==> src/rtl/acc_ctrl_pkg.sv <==
// Shared MMU definitions: accumulation sequencer state encoding and the
// default array geometry common to the accumulator and systolic array.
package acc_ctrl_pkg;

  typedef enum logic [1:0] {
    ACC_IDLE,
    ACC_ACCUM,
    ACC_DRAIN,
    ACC_DONE
  } acc_state_e;

  localparam int MMU_PE_SIZE    = 16;
  localparam int MMU_FIFO_DEPTH = 16;
  localparam int ACC_TILE_W     = 8;

endpackage

==> src/rtl/acc_col_cnt.sv <==
// Per-column psum write tracker: row counter, K-tile counter, completion flag
// and a strobe-after-completion error indication.
module acc_col_cnt
  import acc_ctrl_pkg::*;
#(
  parameter int FIFO_DEPTH = MMU_FIFO_DEPTH,
  parameter int TILE_W     = ACC_TILE_W
) (
  input  logic              clk,
  input  logic              rst,
  input  logic              clr_i,
  input  logic              cnt_en_i,
  input  logic              psum_en_i,
  input  logic [TILE_W-1:0] tile_num_i,
  output logic              complete_o,
  output logic              err_o
);

  localparam int CW = $clog2(FIFO_DEPTH) + 1;
  localparam logic [CW-1:0] LAST_ROW = CW'(FIFO_DEPTH - 1);

  logic [CW-1:0]     wr_cnt_q, wr_cnt_d;
  logic [TILE_W-1:0] tile_cnt_q, tile_cnt_d;
  logic              complete_q, complete_d;
  logic              col_done;

  // A clear on job start overrides any stale completion from the previous job.
  assign col_done = complete_q && !clr_i;

  always_comb begin
    wr_cnt_d   = wr_cnt_q;
    tile_cnt_d = tile_cnt_q;
    if (clr_i) begin
      wr_cnt_d   = '0;
      tile_cnt_d = '0;
    end
    if (cnt_en_i && psum_en_i) begin
      if (wr_cnt_d == LAST_ROW) begin
        wr_cnt_d = '0;
        if (!col_done) tile_cnt_d = tile_cnt_d + TILE_W'(1);
      end else begin
        wr_cnt_d = wr_cnt_d + CW'(1);
      end
    end
    complete_d = (tile_cnt_d == tile_num_i);
  end

  always_ff @(posedge clk or posedge rst) begin
    if (rst) begin
      wr_cnt_q   <= '0;
      tile_cnt_q <= '0;
      complete_q <= 1'b0;
    end else begin
      wr_cnt_q   <= wr_cnt_d;
      tile_cnt_q <= tile_cnt_d;
      complete_q <= complete_d;
    end
  end

  // Lookahead completion lets the sequencer leave ACCUM right after the final strobe.
  assign complete_o = complete_d;
  assign err_o      = cnt_en_i && psum_en_i && col_done;

endmodule

==> src/rtl/acc_ctrl.sv <==
// MMU accumulation sequencer: tracks per-column psum writes across K-tiles,
// then drains the accumulated rows to the GLB under a ready handshake.
module acc_ctrl
  import acc_ctrl_pkg::*;
#(
  parameter int PE_SIZE    = MMU_PE_SIZE,
  parameter int FIFO_DEPTH = MMU_FIFO_DEPTH,
  parameter int TILE_W     = ACC_TILE_W
) (
  input  logic                          clk,
  input  logic                          rst,
  input  logic                          start_i,
  input  logic [TILE_W-1:0]             tile_num_i,
  input  logic [PE_SIZE-1:0]            psum_en_i,
  input  logic                          glb_ready_i,
  output logic [PE_SIZE-1:0]            rden_o,
  output logic                          glb_wen_o,
  output logic [$clog2(FIFO_DEPTH)-1:0] glb_addr_o,
  output logic                          busy_o,
  output logic                          done_o,
  output logic                          err_o
);

  localparam int AW = $clog2(FIFO_DEPTH);
  localparam int CW = AW + 1;
  localparam logic [CW-1:0] RD_END = CW'(FIFO_DEPTH);

  acc_state_e        state_q, state_d;
  logic [TILE_W-1:0] tile_num_q, tile_num_d, tile_num_eff;
  logic [CW-1:0]     rd_cnt_q, rd_cnt_d;
  logic              wen_q, wen_d;
  logic [AW-1:0]     addr_q, addr_d;
  logic              err_q, err_d;
  logic              accept, cnt_en, rd_fire;
  logic [PE_SIZE-1:0] col_complete, col_err;

  assign accept       = (state_q == ACC_IDLE) && start_i && (tile_num_i != '0);
  assign cnt_en       = (state_q == ACC_ACCUM) || accept;
  assign tile_num_eff = accept ? tile_num_i : tile_num_q;

  for (genvar c = 0; c < PE_SIZE; c++) begin : g_col
    acc_col_cnt #(
      .FIFO_DEPTH (FIFO_DEPTH),
      .TILE_W     (TILE_W)
    ) u_col (
      .clk        (clk),
      .rst        (rst),
      .clr_i      (accept),
      .cnt_en_i   (cnt_en),
      .psum_en_i  (psum_en_i[c]),
      .tile_num_i (tile_num_eff),
      .complete_o (col_complete[c]),
      .err_o      (col_err[c])
    );
  end

  always_comb begin
    state_d    = state_q;
    tile_num_d = tile_num_q;
    rd_cnt_d   = rd_cnt_q;
    rd_fire    = 1'b0;
    case (state_q)
      ACC_IDLE: begin
        if (accept) begin
          state_d    = ACC_ACCUM;
          tile_num_d = tile_num_i;
          rd_cnt_d   = '0;
        end
      end
      ACC_ACCUM: begin
        if (&col_complete) state_d = ACC_DRAIN;
      end
      ACC_DRAIN: begin
        // Terminal count means the last read was issued last cycle and its write is on the bus now.
        if (rd_cnt_q == RD_END) begin
          state_d = ACC_DONE;
        end else if (glb_ready_i) begin
          rd_fire  = 1'b1;
          rd_cnt_d = rd_cnt_q + CW'(1);
        end
      end
      ACC_DONE: state_d = ACC_IDLE;
      default:  state_d = ACC_IDLE;
    endcase

    wen_d  = rd_fire;
    addr_d = rd_fire ? rd_cnt_q[AW-1:0] : addr_q;

    err_d = err_q;
    if (accept) begin
      err_d = 1'b0;
    end else if ((|col_err) || ((|psum_en_i) && (state_q != ACC_ACCUM))) begin
      err_d = 1'b1;
    end
  end

  always_ff @(posedge clk or posedge rst) begin
    if (rst) begin
      state_q    <= ACC_IDLE;
      tile_num_q <= '0;
      rd_cnt_q   <= '0;
      wen_q      <= 1'b0;
      addr_q     <= '0;
      err_q      <= 1'b0;
    end else begin
      state_q    <= state_d;
      tile_num_q <= tile_num_d;
      rd_cnt_q   <= rd_cnt_d;
      wen_q      <= wen_d;
      addr_q     <= addr_d;
      err_q      <= err_d;
    end
  end

  assign rden_o     = {PE_SIZE{rd_fire}};
  assign glb_wen_o  = wen_q;
  assign glb_addr_o = addr_q;
  assign busy_o     = (state_q != ACC_IDLE);
  assign done_o     = (state_q == ACC_DONE);
  assign err_o      = err_q;

endmodule

==> config.mk <==
export PLATFORM = sky130hd
export DESIGN_NAME = acc_ctrl
export DESIGN_NICKNAME = d
export VERILOG_FILES = /design/src/rtl/acc_ctrl_pkg.sv /design/src/rtl/acc_col_cnt.sv /design/src/rtl/acc_ctrl.sv
export SDC_FILE = /design/constraint.sdc
export NUM_CORES = 1
export LEC_CHECK = 0
export BUFFER_PORTS_ARGS = -buffer_cell sky130_fd_sc_hd__buf_4
export CORE_MARGIN = 5
export CORE_UTILIZATION = 34
export DETAILED_ROUTE_END_ITERATION = 10
export PLACE_DENSITY = 0.52
export SLEW_MARGIN = 0
export SYNTH_ARGS = -nofsm -noshare
export SYNTH_HDL_FRONTEND = slang
export SYNTH_HIERARCHICAL = 1
export SYNTH_SLANG_ARGS = --single-unit
export TNS_END_PERCENT = 1
==> constraint.sdc <==
create_clock -name clk -period 6.8 [get_ports clk]
set_input_delay 1.36 -clock clk [delete_from_list [all_inputs] [get_ports clk]]
set_output_delay 1.36 -clock clk [all_outputs]
set_load 0.01 [all_outputs]
Yosys cells after proc, flatten, opt, wreduce, memory -nomap -nowiden:

Index checks and enable logic that the tools add are counted.
W data, S select, Z words.

* register bits: 245
* input port bits: 28

* add/subtract/negate cells: 33
* eq/ne operators: 42
* multiplexer cells: 126
* reduce and logical (&&, ||, !) cells: 64

Operators by type and width (count)
* $mux W8: 65
* $mux W5: 51
* $add A8 B1 Y8 const B: 16
* $eq A8 B8 Y1: 16
* $add A5 B1 Y5 const B: 17
* $eq A5 B4 Y1 const B: 16
* $logic_and A1 B1 Y1: 51
* $reduce_or A16 Y1: 2
* $reduce_and A16 Y1: 1
* $pmux W5 S2: 1
* $ne A2 B2 Y1 const B: 4
* $pmux W2 S4: 1
* $reduce_bool A8 Y1: 1
* $mux W2: 3
* $reduce_bool A2 Y1: 3
* $eq A5 B5 Y1 const B: 1
* $mux W1: 5
* $eq A2 B2 Y1 const B: 2
* $ne A2 B1 Y1 const B: 2
* $reduce_and A4 Y1: 1
* $reduce_and A3 Y1: 1
* $eq A2 B1 Y1 const B: 1
* $logic_not A2 Y1: 1
* $logic_or A1 B1 Y1: 2
* $logic_not A1 Y1: 1

Logic depth before layout (Yosys ltp):

Gate-level depths: netlist (run 1).

* depth after elaboration: 12
* mapped depth: 21
* depth with buffers taken out: 16

Hierarchy:

The synthesis (run 1) kept the hierarchy.

Modules (own cells, without submodules)
* acc_col_cnt: times used 16, cells each 85, area an instance 848.3 µm², seq. area each 350.3 µm²
* acc_ctrl: times used 1, cells each 124, area an instance 1345.0 µm², seq. area each 525.5 µm²

Worst setup path before layout (run 1):

Ideal clock, no wire load.

* path kind: input port to flip-flop
* start point: in tile_num_i[3]
* end point: reg state_q[1]
* library setup time: 0.125 ns
* arrival: 5.961 ns
* data required time: 6.675 ns
* setup slack: 0.714 ns
* stages: 20
* path buffers: 5
* path through: or4_1 o211ai_2 buf_6 buf_6 inv_1 clkbuf_1 clkbuf_1 nor2b_1 ha_1 nand3_2 buf_6 or4_1 a21oi_1 xnor2_1 o2111ai_1 nor4_2 nand4_1 o41a_1 a221oi_1 mux2_2

* longest elaborated chain between the ends: 11
* elaborated cells between the ends (all ways): 169
* those cells by class: add/sub (16); eq/ne (34); mux (81); reduce/logical (38)

Ends and longest elaborated chain
* start: declaration: line acc_ctrl.sv:13 `input logic [TILE_W-1:0] tile_num_i,`
* $reduce_bool A8 Y1 *: line acc_ctrl.sv:37 `assign accept = (state_q == ACC_IDLE) && start_i && (tile_num_i != '0);`
* $logic_and A1 B1 Y1 *: line acc_ctrl.sv:37
* net accept: line acc_ctrl.sv:34 `logic accept, cnt_en, rd_fire;`
* $mux W8 / $logic_not A1 Y1 (equally long branches): line acc_col_cnt.sv:33, acc_col_cnt.sv:28
* $add A8 B1 Y8 / $logic_and A1 B1 Y1 (equally long branches): line acc_col_cnt.sv:40, acc_col_cnt.sv:28
* $mux W8: line acc_col_cnt.sv:40 `if (!col_done) tile_cnt_d = tile_cnt_d + TILE_W'(1);`
* $mux W8: line acc_col_cnt.sv:38 `if (wr_cnt_d == LAST_ROW) begin`
* $mux W8 *: line acc_col_cnt.sv:37 `if (cnt_en_i && psum_en_i) begin`
* net g_col[14].u_col.tile_cnt_d[1]: line acc_col_cnt.sv:23 `logic [TILE_W-1:0] tile_cnt_q, tile_cnt_d;`
* $eq A8 B8 Y1 *: line acc_col_cnt.sv:45 `complete_d = (tile_cnt_d == tile_num_i);`
* net col_complete[14]: line acc_ctrl.sv:35 `logic [PE_SIZE-1:0] col_complete, col_err;`
* $reduce_and A16 Y1 *: line acc_ctrl.sv:71 `if (&col_complete) state_d = ACC_DRAIN;`
* $ne A2 B1 Y1 (no line) *
* $reduce_and A3 Y1 (no line) *
* end signal: assignment: line acc_ctrl.sv:106 `state_q <= state_d;`
* end: declaration: line acc_ctrl.sv:28 `acc_state_e state_q, state_d;`

Mark *: on every way through the listed nets, which the timed path passes. The rest lies on a longest branch.
A chain may end at the register's enable or synchronous reset.

Worst setup path in the final report (run 1):

* start point: in tile_num_i[3]
* end point: reg state_q[1]

* longest elaborated chain between the ends: 11
* elaborated cells between the ends (all ways): 169
* those cells by class: add/sub (16); eq/ne (34); mux (81); reduce/logical (38)

Ends and longest elaborated chain (line)
* $reduce_bool A8 Y1 *: acc_ctrl.sv:37
* $logic_and A1 B1 Y1 *: acc_ctrl.sv:37
* net accept: acc_ctrl.sv:34
* $mux W8 / $logic_not A1 Y1 (equally long branches): acc_col_cnt.sv:33, acc_col_cnt.sv:28
* $add A8 B1 Y8 / $logic_and A1 B1 Y1 (equally long branches): acc_col_cnt.sv:40, acc_col_cnt.sv:28
* $mux W8: acc_col_cnt.sv:40
* $mux W8: acc_col_cnt.sv:38
* $mux W8 *: acc_col_cnt.sv:37
* net g_col[8].u_col.tile_cnt_d[1]: acc_col_cnt.sv:23
* $eq A8 B8 Y1 *: acc_col_cnt.sv:45
* net col_complete[8]: acc_ctrl.sv:35
* $reduce_and A16 Y1 *: acc_ctrl.sv:71
* $ne A2 B1 Y1 (no line) *
* $reduce_and A3 Y1 (no line) *

Marked as above.

==> metrics.md, run 1 <==
| Metric | Value |
|---|---|
| Number of global-route vias before repair | 10,980 |
| Fraction of registers with async set/reset | 1.00 |
| Share of cells above drive strength 1 | 0.176 |
| Clk slew on worst S/H paths | 0.06 ns |
| CTS sink count | 245 |
| Unrepaired setup endpoints after global routing | no |
| GPL Wtd Cong | 0.784 |
| Net count after synthesis | 1,534 |
| Commonest non-fill, non-tap cell in the layout | dfrtp_1 |
| CTS Buf Count | 31 |
| TritonCTS clock tree | done |
| Syn_area_per_cell | 10.1 µm² |
| Number of remaining DRC errors | 0 |
| Flops & latches, synth | 245 |
| Overall routing resource usage | 0.152 |
| Die width | 219 µm |
| Post-Route WL | 36,800 µm |
| Yosys top cell area share | 0.411 |
| Comb power frac | 0.371 |
| H-tree levels | 1 |
| Worst slew pin tran | 1.17 ns |
| Clk_lat worst skew | 0.57 ns |
| Sw Pwr | 2.05 mW |
| Class of the most critical hold timing path | reg2reg |
| Cells along the critical path | buf_4 > or4_1 > o211ai_2 > inv_8 > buf_12 > nor2b_1 > ha_1 > nand3_2 > or4_1 > a21oi_1 > xnor2_1 > o2111ai_1 > nor4_2 > nand4_1 > o41a_1 > a221oi_1 > mux2_2 |
| Overall power | 5.45 mW |
| Port bufs | 51 |
| Global-route wire length before repair | 59,800 µm |
| Die area | 48,200 µm² |
| Critical path buffers and inverters | 3 |
| Ports | 52 |
| Largest net degree at the start of global routing | 38 |
| CTS root buffer | clkbuf_16 |
| Sw frac | 0.376 |
| Nets@finish | 1,561 |
| Final Setup Violations | 0 |
| Post-cts sizing count | 0 |
| Yosys Warn Count | 6 |
| Final Cell Area | 16,700 µm² |
| Number of enable flip-flop cells after synthesis | 0 |
| Slew Viols, Final | 0 |
| VDD IR max | 0.000343 V |
| Clock Path Buffers | 3 |
| Area leader, netlist | dfrtp_1 |
| Critical Path Fanout Max | 33 |
| TritonRoute pass-1 iters | 7 |
| Gr ovfl total | 0 |
| Number of vias per cell | 5.25 |
| DRT antenna net count | 0 |
| Initial antenna violation count | 0 |
| Final HPWL DP | 24,900 µm |
| Synth top area cells | dfrtp_1 (41%), xnor2_1 (5.6%), xor2_1 (3.8%) |
| Worst Path Required | 7.25 ns |
| CP Data Arrival Time | 6.35 ns |
| WHS | 0.481 ns |
| Max stage delay on crit path | 0.59 ns |
| Leak Pwr | 7.27 nW |
| Post-Place Cell Area | 15,700 µm² |
| Initial Util | 0.345 |
| Clk network pwr share | 0.296 |
| Min Tclk post-route | 5.89 ns |
| Vias after detailed routing | 11,124 |
| Hold Violations, Final | 0 |
| Fin crit share | 0.867 |
| Most frequent cells in the layout | dfrtp_1 (245), inv_1 (121), xnor2_1 (96), nand3_1 (82), buf_4 (76) |
| Cells after Synth | 1,484 |
| Status | completed |
| # rows | 76 |
| Max stage delay cell, worst path | or4_1 |
| Seq/Total Area, Yosys | 0.411 |
| Internal power | 3.40 mW |
| Per-cell routed wire length | 17.4 µm |
| Maxcap violations | 0 |
| Max Clock Skew | 0.0269 ns |
| 1st-iter DRT viols | 495 |
| CP Launch Type | primary input |
| N_diodes | 0 |
| Core Region | 43,300 µm² |
| Setup TNS | 0 ns |
| WS Path Type | in2reg |
| Final Util | 0.387 |
| Fmax | 170 MHz |
| Reg power frac | 0.333 |
| Cell Pwr Density | 326 nW/µm² |
| Post-cts hold buffer count | 0 |
| Library cells used by synthesis | 54 |
| CP endpoint kind | register |
| Critical path's most frequent cell | or4_1 |
| Vert. Die Dim | 219 µm |
| Postcts setup bufs | 0 |
| Ys flop type | dfrtp_1 |
| Netlist Area Pre-Place | 14,900 µm² |
| Synth-to-Final Area Change | 12.1% |
| CP top delay family | simple AND/OR/NAND/NOR gates |
| Relative max-transition margin | 0.217 |
==> flip-flops by register name, indices dropped and copies added, names as in the netlist <==
register / flops
g_col.u_col/tile_cnt_q: 128
g_col.u_col/wr_cnt_q: 80
g_col.u_col/complete_q: 16
tile_num_q: 8
rd_cnt_q: 5
glb_addr_o: 4
state_q: 2
err_o: 1
glb_wen_o: 1
==> area by class of cell <==
type / instances / area [µm²]
timing repair buffer: 77 / 591
tap: 585 / 732
fill: 4200 / 26500
inverter: 122 / 465
clock inverter: 10 / 104
multi-input combinational: 1034 / 7800
sequential: 245 / 6130
clock buffer: 45 / 898
==> worst min-delay path: cells and delay by family (launching register included) <==
kind / cells / cell delay [ns]
AO/OA/AOI/OAI: 1 / 0.06
AND/OR/NAND/NOR: 1 / 0.04
flip-flops: 1 / 0.34
==> power groups by stage <==
stage	Combinational, mW	Sequential [mW]	Clock [mW]
global placement	2.03	1.83	0
global route	2.24	1.84	1.72
CTS	2.06	1.81	1.66
floorplan	1.41	1.80	0
finish	2.02	1.81	1.61
detailed placement	2.06	1.83	0
==> cells by family (layout without fill, tap and decap cells) <==
kind of cell | count (synthesis) | after routing | share of synthesized area
and+or+nand+nor | 586 | 586 | 0.263
DFF | 245 | 245 | 0.411
AOI/OAI and AO/OA | 218 | 218 | 0.107
buffers and inverters | 205 | 254 | 0.0661
xor gates and xnor gates | 160 | 160 | 0.0939
muxes | 48 | 48 | 0.0403
adders and majority gates | 22 | 22 | 0.0185
==> cell usage after synthesis, drive strengths merged, types with 2 or more instances <==
master and instances:
or2 16, nand4 37, buf 51, xor2 64, and2 32, a211oi 2, xnor2 96, nand3 115
nor3 16, dfrtp 245, or4 50, a32o 2, nand4bb 17, o31ai 32, inv 122, and3 34
a21oi 51, nor2 65, o311a 16, o21ai 20, nand2 51, a21o 17, o2111ai 32, o22a 2
a311oi 16, nor4 72, or3 16, mux2 48, ha 22, clkbuf 32, o211ai 17, nor2b 64
==> metal layers <==
metal  up-vias  track usage  wire, µm
met4         0       0.0285       722
met1      5495        0.213     17400
met2       177        0.253     17400
met3        49       0.0209      1290
met5         -            0         0
li1       5403            -         -
==> per-stage QoR <==
step	setup slack (ns)	instances
final	0.906	2118
after CTS	0.880	2118
after global routing	0.543	2118
after global placement	0.390	2063
after detailed placement	0.294	2063
after floorplan	0.714	1484
==> worst paths after layout <==
check / from / to / slack (ns) / cells after the start
max: tile_num_i[3] / state_q[1] / 0.91 / 17
min: glb_addr_o[1] / glb_addr_o[1] / 0.48 / 2
max reg2reg: state_q[0] / state_q[1] / 1.28 / 17
min reg2reg: glb_addr_o[1] / glb_addr_o[1] / 0.48 / 2
max in group asynchronous: rst / rd_cnt_q[3] / 5.15 / 2
min in group asynchronous: rst / g_col[14].u_col/wr_cnt_q[0] / 0.99 / 2
Power figures use the tool's default switching activity.
==> inputs of run 2 (changes only) <==
- REMOVE_ABC_BUFFERS: default -> 1
- SKIP_LAST_GASP: default -> 1
==> run 2 against run 1 <==
- via count grew 0.43%
- power shrank 0.81%
- die area is the same
- clock power shrank 4%
- clock skew shrank 0.014 ns
- non-clock buffer count is the same
- worst hold slack gained 0.015 ns
- routed wire length grew 2.0%
- critical path depth is the same
- highest routed layer unchanged
==> metrics.md, run 2 (synthesis gave the netlist of run 1 again) <==
| Metric | Value |
|---|---|
| CP top delay family | simple AND/OR/NAND/NOR gates |
| Maxcap violations | 0 (unchanged) |
| Post-Route WL | 37,500 µm (+2.0%) |
| Final Cell Area | 16,700 µm² (-0.22%) |
| Unrepaired setup endpoints after global routing | no |
| WS Path Type | in2reg |
| Postcts setup bufs | 0 (unchanged) |
| Per-cell routed wire length | 17.7 µm (+2.1%) |
| Largest Register | g_col.u_col/tile_cnt_q |
| Critical R2R Launch | state_q[0] |
| Worst slew pin tran | 1.19 ns (+0.0114 ns) |
| H-tree levels | 1 (unchanged) |
| Grt peak-use layer | met2 |
| Critical path buffers and inverters | 3 (unchanged) |
| Min Tclk post-route | 5.88 ns (-0.0178 ns) |
| Die width | 219 µm (unchanged) |
| HP Start | tile_num_q[5] |
| R2R Path End | state_q[1] |
| Post-Place Cell Area | 15,700 µm² (+0.16%) |
| DRT antenna net count | 0 (unchanged) |
| Share of cells above drive strength 1 | 0.172 (-0.00434) |
| Max Clock Skew | 0.0133 ns (-0.0136 ns) |
| Final Setup Violations | 0 (unchanged) |
| Initial Util | 0.345 (unchanged) |
| Worst Path Required | 7.26 ns (about the same) |
| Most frequent cells in the layout | dfrtp_1 (245), inv_1 (121), xnor2_1 (96), nand3_1 (82), buf_4 (74) |
| Vias after detailed routing | 11,172 (+0.43%) |
| Gr ovfl total | 0 (unchanged) |
| Clock Path Buffers | 3 (unchanged) |
| Met3 global-route usage | 0.0240 (+0.00316) |
| Cell Pwr Density | 324 nW/µm² (-0.59%) |
| Hold EP | tile_num_q[5] |
| Number of remaining DRC errors | 0 (unchanged) |
| R2R cell count | 17 (unchanged) |
| VDD IR max | 0.000255 V (-26%) |
| Critical path's most frequent cell | or4_1 |
| Critical Path Fanout Max | 29 (-12%) |
| Worst hold stages | 1 (-1) |
| Nets@finish | 1,561 (unchanged) |
| GR Util met2 | 0.256 (+0.00299) |
| Max stage delay cell, worst path | or4_1 |
| Fin crit share | 0.864 (-0.00262) |
| Slew Viols, Final | 0 (unchanged) |
| Fmax | 170 MHz (+0.30%) |
| Largest registers | g_col.u_col/tile_cnt_q (128), g_col.u_col/wr_cnt_q (80), g_col.u_col/complete_q (16) |
| CTS root buffer | clkbuf_16 |
| Met1 usage | 0.218 (+0.00567) |
| Clk slew on worst S/H paths | 0.05 ns (about the same) |
| Number of global-route vias before repair | 11,172 (+1.7%) |
| Leak Pwr | 7.24 nW (-0.50%) |
| Hold Violations, Final | 0 (unchanged) |
| 1st-iter DRT viols | 476 (-3.8%) |
| Port bufs | 51 (unchanged) |
| Final HPWL DP | 25,300 µm (+1.8%) |
| Ports | 52 (unchanged) |
| Clk_lat worst skew | 0.58 ns (about the same) |
| Class of the most critical hold timing path | reg2reg |
| Status | completed |
| CP Data Arrival Time | 6.34 ns (about the same) |
| N_diodes | 0 (unchanged) |
| Commonest non-fill, non-tap cell in the layout | dfrtp_1 |
| TritonRoute pass-1 iters | 5 (-2) |
| Max reg flops | 128 (unchanged) |
| CTS sink count | 245 (unchanged) |
| Synth-to-Final Area Change | 11.9% |
| Largest net degree at the start of global routing | 43 (+13%) |
| Core Region | 43,300 µm² (unchanged) |
| Max stage delay on crit path | 0.57 ns (-0.02 ns) |
| GPL Wtd Cong | 0.775 (-1.1%) |
| TritonCTS clock tree | done |
| Relative max-transition margin | 0.202 (-0.0149) |
| CP endpoint kind | register |
| Number of vias per cell | 5.28 (+0.53%) |
| # rows | 76 (unchanged) |
| Overall routing resource usage | 0.156 (+0.00453) |
| CP Launch Type | primary input |
| Cells along the critical path | buf_4 > or4_1 > o211ai_2 > inv_8 > buf_12 > nor2b_1 > ha_1 > nand3_2 > or4_1 > a21oi_1 > xnor2_1 > o2111ai_1 > nor4_2 > nand4_1 > o41a_1 > a221oi_1 > mux2_2 |
| FF-to-FF setup slack | 1.49 ns (+0.21 ns) |
| Post-cts hold buffer count | 0 (unchanged) |
| Die area | 48,200 µm² (unchanged) |
| Vert. Die Dim | 219 µm (unchanged) |
| Initial antenna violation count | 0 (unchanged) |
| Global-route wire length before repair | 60,900 µm (+1.8%) |
| Post-cts sizing count | 0 (unchanged) |
| Final Util | 0.386 (-0.000839) |
| CTS Buf Count | 31 (unchanged) |
==> run 2: changes by cell type in the layout (fill, tap and decap cells not counted), sizes merged <==
cell / delta
bufinv: -2
clkbuf: +4
clkinv: -5
clkinvlp: +1
==> run 2: report_power, final <==
group          switching, mW  total, mW  internal, mW
clock                  0.638       1.54         0.902
sequential             0.151       1.82          1.66
combinational           1.28       2.05         0.766
==> run 2: layout make-up <==
cell class / count / area (µm²)
Fill cell: 4278 / 26600
Multi-Input combinational cell: 1034 / 7800
Sequential cell: 245 / 6130
Clock buffer: 49 / 903
Tap cell: 585 / 732
Timing Repair Buffer: 77 / 616
Inverter: 122 / 465
Clock inverter: 4 / 37.5
==> run 2: worst max-delay path by stage <==
stage | start | end | depth (start not counted)
after global routing | tile_num_i[3] | state_q[1] | 18
after floorplan | tile_num_i[2] | state_q[1] | 15
after global placement | tile_num_i[3] | state_q[1] | 17
final | tile_num_i[3] | state_q[1] | 17
after detailed placement | tile_num_i[3] | state_q[1] | 17
after CTS | tile_num_i[3] | state_q[1] | 17
==> run 2: stage by stage <==
stage	setup TNS (ns)	power, mW	hold slack (ns)	setup slack (ns)	instances
2_1_floorplan	-63.72	3.14	0.466	-2.04	1401
3_3_place_gp	0	3.89	0.480	0.347	2063
3_5_place_dp	0	3.92	0.478	0.309	2063
4_1_cts	0	5.49	0.501	0.925	2116
5_1_grt	0	5.76	0.517	0.647	2116
6_report	0	5.40	0.496	0.924	2116
==> run 2: per-layer routing <==
layer | vias up | wire, µm
li1 | 5425 | -
met1 | 5495 | 17800
met2 | 193 | 17300
met3 | 59 | 1490
met4 | 0 | 854
met5 | - | 0
